==> config.mk <==
export PLATFORM = sky130hd
export DESIGN_NAME = psum_out_drain_flat
export DESIGN_NICKNAME = d
export VERILOG_FILES = /design/src/rtl/psum_out_drain_pkg.sv /design/src/rtl/psum_out_drain_if.sv /design/src/rtl/psum_out_drain_row_fifo.sv /design/src/rtl/psum_out_drain.sv /design/src/flat_wrapper.sv
export SDC_FILE = /design/constraint.sdc
export NUM_CORES = 1
export LEC_CHECK = 0
export CAP_MARGIN = 0
export CORE_MARGIN = 3
export CORE_UTILIZATION = 25
export DETAILED_ROUTE_END_ITERATION = 10
export PLACE_DENSITY = 0.46
export SYNTH_ARGS = -nofsm -noshare
export SYNTH_HDL_FRONTEND = slang
export SYNTH_SLANG_ARGS = --single-unit
export TNS_END_PERCENT = 1
==> constraint.sdc <==
create_clock -name clk -period 25.8 [get_ports clk]
set_input_delay 2.58 -clock clk [delete_from_list [all_inputs] [get_ports clk]]
set_output_delay 2.58 -clock clk [all_outputs]
set_load 0.02 [all_outputs]
==> src/rtl/psum_out_drain_pkg.sv <==
// rtl/psum_out_drain_pkg.sv - shared sizing constants and index-width helper for the psum drain
package psum_out_drain_pkg;

    localparam int COL             = 8;
    localparam int BW_PSUM         = 20;
    localparam int PSUM_FIFO_DEPTH = 4;
    localparam int ROW_W           = 8;

    // Minimum of 1 so single-entry dimensions still produce a legal vector.
    function automatic int clog2(input int value);
        int r;
        r = 0;
        while ((1 << r) < value) begin
            r = r + 1;
        end
        return (r < 1) ? 1 : r;
    endfunction

    localparam int COL_W = clog2(COL);

endpackage

==> src/rtl/psum_out_drain_if.sv <==
// rtl/psum_out_drain_if.sv - host-side psum beat stream with column/row tags
interface psum_out_drain_if
    import psum_out_drain_pkg::*;
#(
    parameter int bw_psum = BW_PSUM,
    parameter int col_w   = COL_W,
    parameter int row_w   = ROW_W
) ();

    logic [bw_psum-1:0] o_data;
    logic [col_w-1:0]   o_col;
    logic [row_w-1:0]   o_row;
    logic               o_last;
    logic               o_valid;
    logic               o_ready;

    modport master (
        output o_data, o_col, o_row, o_last, o_valid,
        input  o_ready
    );

    modport slave (
        input  o_data, o_col, o_row, o_last, o_valid,
        output o_ready
    );

endinterface

==> src/rtl/psum_out_drain_row_fifo.sv <==
// rtl/psum_out_drain_row_fifo.sv - single-clock row FIFO with combinational head read
module psum_out_drain_row_fifo
    import psum_out_drain_pkg::*;
#(
    parameter int width = COL * BW_PSUM,
    parameter int depth = PSUM_FIFO_DEPTH
) (
    input  logic             clk,
    input  logic             reset,
    input  logic             wr_en,
    input  logic [width-1:0] wr_data,
    input  logic             rd_en,
    output logic [width-1:0] rd_data,
    output logic             full,
    output logic             empty
);

    localparam int ptr_w = clog2(depth);

    logic [width-1:0] mem [depth];
    logic [ptr_w-1:0] wr_ptr;
    logic [ptr_w-1:0] rd_ptr;
    logic [ptr_w:0]   count;

    // Callers must gate wr_en with full/pop and only assert rd_en when non-empty.
    always_ff @(posedge clk or posedge reset) begin
        if (reset) begin
            wr_ptr <= '0;
            rd_ptr <= '0;
            count  <= '0;
            for (int i = 0; i < depth; i++) begin
                mem[i] <= '0;
            end
        end else begin
            if (wr_en) begin
                mem[wr_ptr] <= wr_data;
                wr_ptr      <= wr_ptr + 1'b1;
            end
            if (rd_en) begin
                rd_ptr <= rd_ptr + 1'b1;
            end
            case ({wr_en, rd_en})
                2'b10:   count <= count + 1'b1;
                2'b01:   count <= count - 1'b1;
                default: count <= count;
            endcase
        end
    end

    assign rd_data = mem[rd_ptr];
    assign full    = (count == (ptr_w + 1)'(depth));
    assign empty   = (count == '0);

endmodule

==> src/rtl/psum_out_drain.sv <==
// rtl/psum_out_drain.sv - buffers core psum rows and serializes them to the host one psum per beat
module psum_out_drain
    import psum_out_drain_pkg::*;
#(
    parameter int col     = COL,
    parameter int bw_psum = BW_PSUM,
    parameter int depth   = PSUM_FIFO_DEPTH,
    parameter int row_w   = ROW_W
) (
    input  logic                   clk,
    input  logic                   reset,
    input  logic [col*bw_psum-1:0] out_in,
    input  logic                   out_valid_in,
    psum_out_drain_if.master       host,
    output logic                   full,
    output logic                   empty,
    output logic                   overflow
);

    localparam int col_w = clog2(col);

    logic [col*bw_psum-1:0] head;
    logic [col_w-1:0]       col_idx;
    logic [row_w-1:0]       row_tag;
    logic                   valid;
    logic                   last_col;
    logic                   xfer;
    logic                   pop;
    logic                   push_ok;
    logic                   push;

    assign valid    = ~empty;
    assign last_col = (col_idx == col_w'(col - 1));
    assign xfer     = valid & host.o_ready;
    assign pop      = xfer & last_col;
    // A full FIFO still accepts a row on the cycle its head row leaves.
    assign push_ok  = ~full | pop;
    assign push     = out_valid_in & push_ok;

    psum_out_drain_row_fifo #(
        .width (col * bw_psum),
        .depth (depth)
    ) u_row_fifo (
        .clk     (clk),
        .reset   (reset),
        .wr_en   (push),
        .wr_data (out_in),
        .rd_en   (pop),
        .rd_data (head),
        .full    (full),
        .empty   (empty)
    );

    always_ff @(posedge clk or posedge reset) begin
        if (reset) begin
            col_idx  <= '0;
            row_tag  <= '0;
            overflow <= 1'b0;
        end else begin
            if (xfer) begin
                if (last_col) begin
                    col_idx <= '0;
                    row_tag <= row_tag + 1'b1;
                end else begin
                    col_idx <= col_idx + 1'b1;
                end
            end
            if (out_valid_in & ~push_ok) begin
                overflow <= 1'b1;
            end
        end
    end

    assign host.o_valid = valid;
    assign host.o_data  = head[col_idx*bw_psum +: bw_psum];
    assign host.o_col   = col_idx;
    assign host.o_row   = row_tag;
    assign host.o_last  = last_col;

endmodule

==> src/flat_wrapper.sv <==
// flat-port wrapper written by rule: the top's interface ports become plain ports
module psum_out_drain_flat import psum_out_drain_pkg::*;
#(
    parameter int col     = COL,
    parameter int bw_psum = BW_PSUM,
    parameter int depth   = PSUM_FIFO_DEPTH,
    parameter int row_w   = ROW_W
)
  (clk, reset, out_in, out_valid_in, full, empty, overflow, host_o_data, host_o_col, host_o_row, host_o_last, host_o_valid, host_o_ready);
  psum_out_drain_if #(.bw_psum(bw_psum), .row_w(row_w)) host_i ();
  input  logic clk;
  input  logic reset;
  input  logic [col*bw_psum-1:0] out_in;
  input  logic out_valid_in;
  output logic full;
  output logic empty;
  output logic overflow;
  output wire logic [$bits(host_i.o_data)-1:0] host_o_data;
  output wire logic [$bits(host_i.o_col)-1:0] host_o_col;
  output wire logic [$bits(host_i.o_row)-1:0] host_o_row;
  output wire logic [$bits(host_i.o_last)-1:0] host_o_last;
  output wire logic [$bits(host_i.o_valid)-1:0] host_o_valid;
  input wire logic [$bits(host_i.o_ready)-1:0] host_o_ready;
  assign host_o_data = host_i.o_data;
  assign host_o_col = host_i.o_col;
  assign host_o_row = host_i.o_row;
  assign host_o_last = host_i.o_last;
  assign host_o_valid = host_i.o_valid;
  assign host_i.o_ready = host_o_ready;
  psum_out_drain #(.col(col), .bw_psum(bw_psum), .depth(depth), .row_w(row_w)) u_core (.clk(clk), .reset(reset), .out_in(out_in), .out_valid_in(out_valid_in), .host(host_i), .full(full), .empty(empty), .overflow(overflow));
endmodule
* Yosys cells after proc, flatten, opt, wreduce, memory -nomap -nowiden *
Index checks and enable logic that the tools add are counted.

cells by class
  reduce and logical (&&, ||, !) cells = 4
  bitwise gates (word level) = 10
  multiplexer cells = 8
  multiply operators = 1
  add/sub/neg operators = 6
  shift operators = 1
  magnitude comparators = 3
  equality and inequality tests = 4

operators by type and width
  kind                                                 number
  bitwise mux 640 bit                                  1
  two-way mux 160 bit                                  3
  binary-select mux 160 bit (select 2 bit)             1
  demux 160 bit (select 2 bit)                         1
  variable part select 160 x 9 -> 20 bit               1
  adder 8 x 1 -> 8 bit, second input constant          1
  adder 3 x 1 -> 3 bit, second input constant          2
  equality test 3 bit, second input constant           2
  >= comparator 3 bit, second input constant           2
  multiplier 3 x 3 -> 6 bit, second input constant     1
  NOT 2 -> 3 bit                                       2
  one-hot mux 3 bit (2 select lines)                   1
  adder 2 x 1 -> 2 bit, second input constant          2
  AND 1 bit                                            4
  zero test 3 bit                                      1
  < comparator 3 x 1 -> 1 bit, second input constant   1
  two-way mux 3 bit                                    1
  NOT 1 bit                                            3
  subtractor 3 x 1 -> 3 bit, second input constant     1
  equality test 2 x 1 -> 1 bit, second input constant  1
  equality test 2 bit, second input constant           1
  AND reduction 2 bit                                  1
  nonzero test 2 bit                                   1
  logical AND 1 bit                                    1
  bitwise OR 1 bit                                     1

storage, ports and cells
  word-level logic and storage cells = 47
  input port bits = 164
  register bits after elaboration = 659
  output and inout bits = 36

* Logic depth before layout (Yosys ltp) *
  depth after elaboration = 8
  gate-level depth with buffers = 11
  depth with buffers taken out = 11

* By module *
Synthesis repeated with hierarchy kept, for this count alone.

unflattened totals
  cell total of the unflattened synthesis = 1700
  area total of the unflattened synthesis = 30013.8 um^2

by module, submodules not included
  module                   cells an instance  area an instance (um^2)  instances  seq. area each (um^2)
  psum_out_drain_row_fifo  1582               28114.5                  1          16190.5
  psum_out_drain           118                1899.3                   1          300.3

* Worst setup path before layout *
No wires, ideal clock.

  kind = reg-to-output
  start = reg u_core.col_idx[0], in the netlist u_core.host.o_col[0]
  end = out host_o_data[0]
  stages on the path, launching flop included = 8
  required time = 23220 ps
  arrival = 1850 ps
  setup slack = 21370 ps
  path through = dfrtp_1 -> and2_1 -> clkbuf_1 -> clkbuf_1 -> buf_1 -> a22oi_1 -> nand3_1 -> nand3_1

on the way
  cells in the longest elaborated chain, start to end = 2

RTL lines
  what                                    RTL line              source
  start: declaration                      psum_out_drain.sv:23  logic [col_w-1:0] col_idx;
  start signal: assignment                psum_out_drain.sv:65  col_idx <= col_idx + 1'b1;
  multiplier 3 x 3 -> 6 bit               psum_out_drain.sv:75  assign host.o_data = head[col_idx*bw_psum +: bw_psum];
  variable part select 160 x 9 -> 20 bit  psum_out_drain.sv:75
  end: declaration                        flat_wrapper.sv:18    output wire logic [$bits(host_i.o_data)-1:0] host_o_data;

No other way between the ends.

* Worst setup path in the final report *
  start = reg u_core.u_row_fifo.rd_ptr[1]
  end = out host_o_data[13]

on the way
  cells in the longest elaborated chain, start to end = 5

RTL lines
  what                                                    RTL line                       source
  start: declaration                                      psum_out_drain_row_fifo.sv:22  logic [ptr_w-1:0] rd_ptr;
  start signal: assignment                                psum_out_drain_row_fifo.sv:40  rd_ptr <= rd_ptr + 1'b1;
  NOT 2 -> 3 bit (implied by the code)                    psum_out_drain_row_fifo.sv:50  assign rd_data = mem[rd_ptr];
  binary-select mux 160 bit (select 2 bit)                psum_out_drain_row_fifo.sv:50
  two-way mux 160 bit (implied by the code) (2 in a row)  psum_out_drain_row_fifo.sv:50
  variable part select 160 x 9 -> 20 bit                  psum_out_drain.sv:75

No other way between the ends. The select of a mux whose other input is x is not followed.

==> results.md <==
- Run status: finished clean
- Setup WS post-layout: ~16 ns
- Placed cell areas: ~0.034 sq mm
- YS warnings: 0
- # fillers: 11,810
- Hold_buf cts: 0
- Port bufs: slightly below 200
- CP arrival: slightly below 7 ns
- Clock-pin transition on the worst setup and hold timing paths: around 0.05 ns
- Mapped Cells: approximately 2,100
- Non-Filler Instances: about 4,000
- Die Y: 353.7 microns
- Final worst-path cycle share: between 30% and 40%
- Post-Synth XOR/XNOR Area: 0.3766%
- Slew HR: 24.64%
- Starting density of the core: 25.40%
- P_leak: 15.26 nW
- Dpl cells: 3,817
- Io pins: 200
- Cell internal pwr: ~3.2 mW
- Critical Path End Type: primary output
- Post-synth net total: 2,309
- Clock power share: 23.3%
- Die area: between 0.1 and 0.15 sq mm
- Overall Power: a little over 5 mW
- Post-synthesis sequential area ratio: 54.55%
- Drt pass-1 iters: 4
- Placer congestion estimate: 0.7218
- CTS max path bufs: 3
- Area Growth Syn to Fin: 20.53%
- Design area: 0.03644 sq mm
- RSZ-0062 raised after global routing: false
- Vias: between 15,000 and 20,000
- Synth Cell Area: ~0.030 sq mm
- Synthesized flop and latch total: 659
- PD cells: 138.6 mW/mm^2
- Initial antenna violation count: 37
- Combinational share of power: 40.0%
- Post-DR vias/cell: about 4.7
- Initial DRC Count: approximately 960
- F_max: between 100 and 150 MHz
- Post-CTS Setup Bufs: 0
- Antenna viol nets, final: 0
- Synth Area in Simple Gates: under 10%
- GRT Total Usage: between 10% and 20%
- Setup Viol. Count Final: 0
- Max-slew violation count: 0
- WP data required: between 20 and 25 ns
- Setup TNS: 0 ns
- Nets: 2,474
- Number of global-route vias before repair: approximately 20,000
- Mean Syn Cell Area: about 14 sq um
- Worst Path Max Fanout: between 100 and 150
- Routed len/inst: 23.24 microns
- DP HPWL: slightly below 60 mm
- Largest net degree at the start of global routing: ~160
- Final hold violations: 0
- Global-route wire length before repair: 137.9 mm
- P_sw: 1.824 mW
- Post-synth cell types: 35
- Hold WS: between 0.4 and 0.5 ns
- CP Launch Type: register
- Seq pwr share: between 30 and 40%
- Area taken by multi-input logic gates: between 0.01 and 0.015 sq mm
- Post-cts sizing count: 0
- Core footprint: 0.1190 sq mm
- Max-cap violations: 0
- Row count: ~130
- Adder-Cell Fraction of Synth Area: less than 1%
- H-tree depth: 3
- Worst Skew: roughly 0.021 ns
- Mux contribution to synthesized area: about 35%
- Layout cells sized above 1: 17.75%
- Sw frac: 36.12%
- Post-layout util: slightly above 30%
- Worst Tran Pin Value: 1.130 ns
- Number of remaining DRC errors: 0
- Total gr overflow: 0
- Compound-Gate Fraction of Synth Area: between 4 and 5%
- Wirelength, routed: roughly 90 mm
- Root Driver: clkbuf_16
- Crit path time final: 9.305 ns
- Worst vdd rail ir drop: a little under 0.07 mV
- CTS Buf Count: a little over 80
- CTS tree: done
- Worst slack, placed: between 15 and 20 ns
- Sink Count: approximately 660
- Sequential Area: between 0.015 and 0.02 sq mm
- Main combinational cell family by area after synthesis: multiplexers
- Worst skew pair latency: ~0.63 ns
- Die width: about 350 microns
- HP Class: register to register
- Setup CP Type: register to primary output
==> sequential cells by signal, summed over array words and instances (netlist names) <==
signal / count
u_core.host.o_col: 3
u_core.u_row_fifo.mem: 640
u_core.u_row_fifo.wr_ptr: 2
u_core.u_row_fifo.rd_ptr: 2
u_core.u_row_fifo.count: 3
u_core.host.o_row: 8
u_core.overflow: 1
==> final timing paths <==
| kind | from | to | slack (ns) | cells after the start |
|---|---|---|---|---|
| worst max register to register | u_core.host.o_col[0] | u_core.u_row_fifo.mem[532] | 22.12 | 7 |
| worst min register to register | u_core.u_row_fifo.mem[181] | u_core.u_row_fifo.mem[181] | 0.49 | 1 |
| min in group asynchronous | reset | u_core.host.o_row[2] | 2.47 | 2 |
| worst max-delay path | u_core.u_row_fifo.rd_ptr[1] | host_o_data[13] | 16.49 | 9 |
| max in group asynchronous | reset | u_core.u_row_fifo.mem[382] | 20.17 | 5 |
| worst min-delay path | u_core.u_row_fifo.mem[181] | u_core.u_row_fifo.mem[181] | 0.49 | 1 |
==> power groups by stage <==
stage	Combinational, mW	Clock (mW)	Sequential (mW)
3_5_place_dp	2.06	0	1.87
5_1_grt	2.19	1.26	1.92
3_3_place_gp	2.00	0	1.84
2_1_floorplan	1.43	0	1.78
4_1_cts	2.06	1.21	1.85
6_report	2.02	1.17	1.85
==> routing by layer <==
layer | track usage (%) | share of wire, % | up-vias
met2 | 23.03 | 46 | 332
li1 | - | - | 8196
met3 | 3.889 | 5.6 | 160
met5 | 0 | 0.16 | -
met1 | 19.34 | 46 | 9829
met4 | 5.547 | 2.9 | 22
==> critical path: stages, from the launching register on <==
cell and delay (ns):
dfrtp_4 0.97, buf_12 0.59, buf_4 0.96, buf_4 0.89, buf_4 0.91, mux2i_1 0.22, a22oi_1 0.23, nand3_1 0.21
nand3_1 0.17, clkdlybuf4s50_1 0.62
==> cell usage after synthesis (all sizes together) <==
cell type | count | share of area, %
xnor2 | 9 | 0.26
nand2 | 51 | 0.67
and3 | 2 | 0.041
a21o | 1 | 0.025
inv | 8 | 0.099
a22oi | 80 | 2.0
nor2 | 3 | 0.037
o21ai | 1 | 0.017
mux2 | 643 | 24
a21boi | 1 | 0.062
a41o | 1 | 0.033
o311a | 1 | 0.033
dfrtp | 659 | 55
or3 | 1 | 0.021
a22o | 40 | 1.2
fa | 1 | 0.066
or2 | 1 | 0.021
mux2i | 321 | 11
ha | 8 | 0.33
a31oi | 20 | 0.41
and2 | 2 | 0.046
nand2b | 2 | 0.041
nor3 | 21 | 0.35
nand4 | 23 | 0.48
buf | 109 | 2.7
a21oi | 40 | 0.66
clkbuf | 41 | 0.51
xor2 | 4 | 0.12
nor2b | 2 | 0.041
nand3 | 40 | 0.66
==> logic make-up (layout without fill, tap and decap cells) <==
group,count (synthesis),in the layout
AO/OA/AOI/OAI,185,185
XOR/XNOR,13,13
adder cells (fa/ha/maj),9,9
buffers and inverters,158,388
flip-flops,659,659
multiplexers,964,964
other,0,15
AND/OR/NAND/NOR,148,148
==> layout by cell type, fill, tap and decap left out, types with 3 or more instances in the layout <==
cell type        instances
clkdlybuf4s50_1        199
a21oi_1                 40
inv_1                    7
clkbuf_16               86
clkinvlp_4               3
ha_1                     8
a31oi_1                 20
mux2_1                 400
xor2_1                   4
dfrtp_1                658
clkinv_2                14
clkbuf_1                17
a22o_1                  40
inv_6                    3
buf_4                   30
diode_2                 15
xnor2_1                  9
nand3_1                 40
mux2i_1                321
nor3_1                  21
a22oi_1                 80
mux2_2                 243
nand2_8                  4
clkbuf_8                18
bufinv_16                6
nand4_1                 23
nand2_1                 47
==> area by class of cell <==
type	count	area share (%)
Antenna cell	15	0.1030
Multi-Input combinational cell	1319	35.19
Clock inverter	28	0.8894
Tap cell	1600	5.494
Timing Repair Buffer	231	6.195
Sequential cell	659	45.27
Clock buffer	121	6.761
Inverter	8	0.1030
Power figures use the tool's default switching activity.
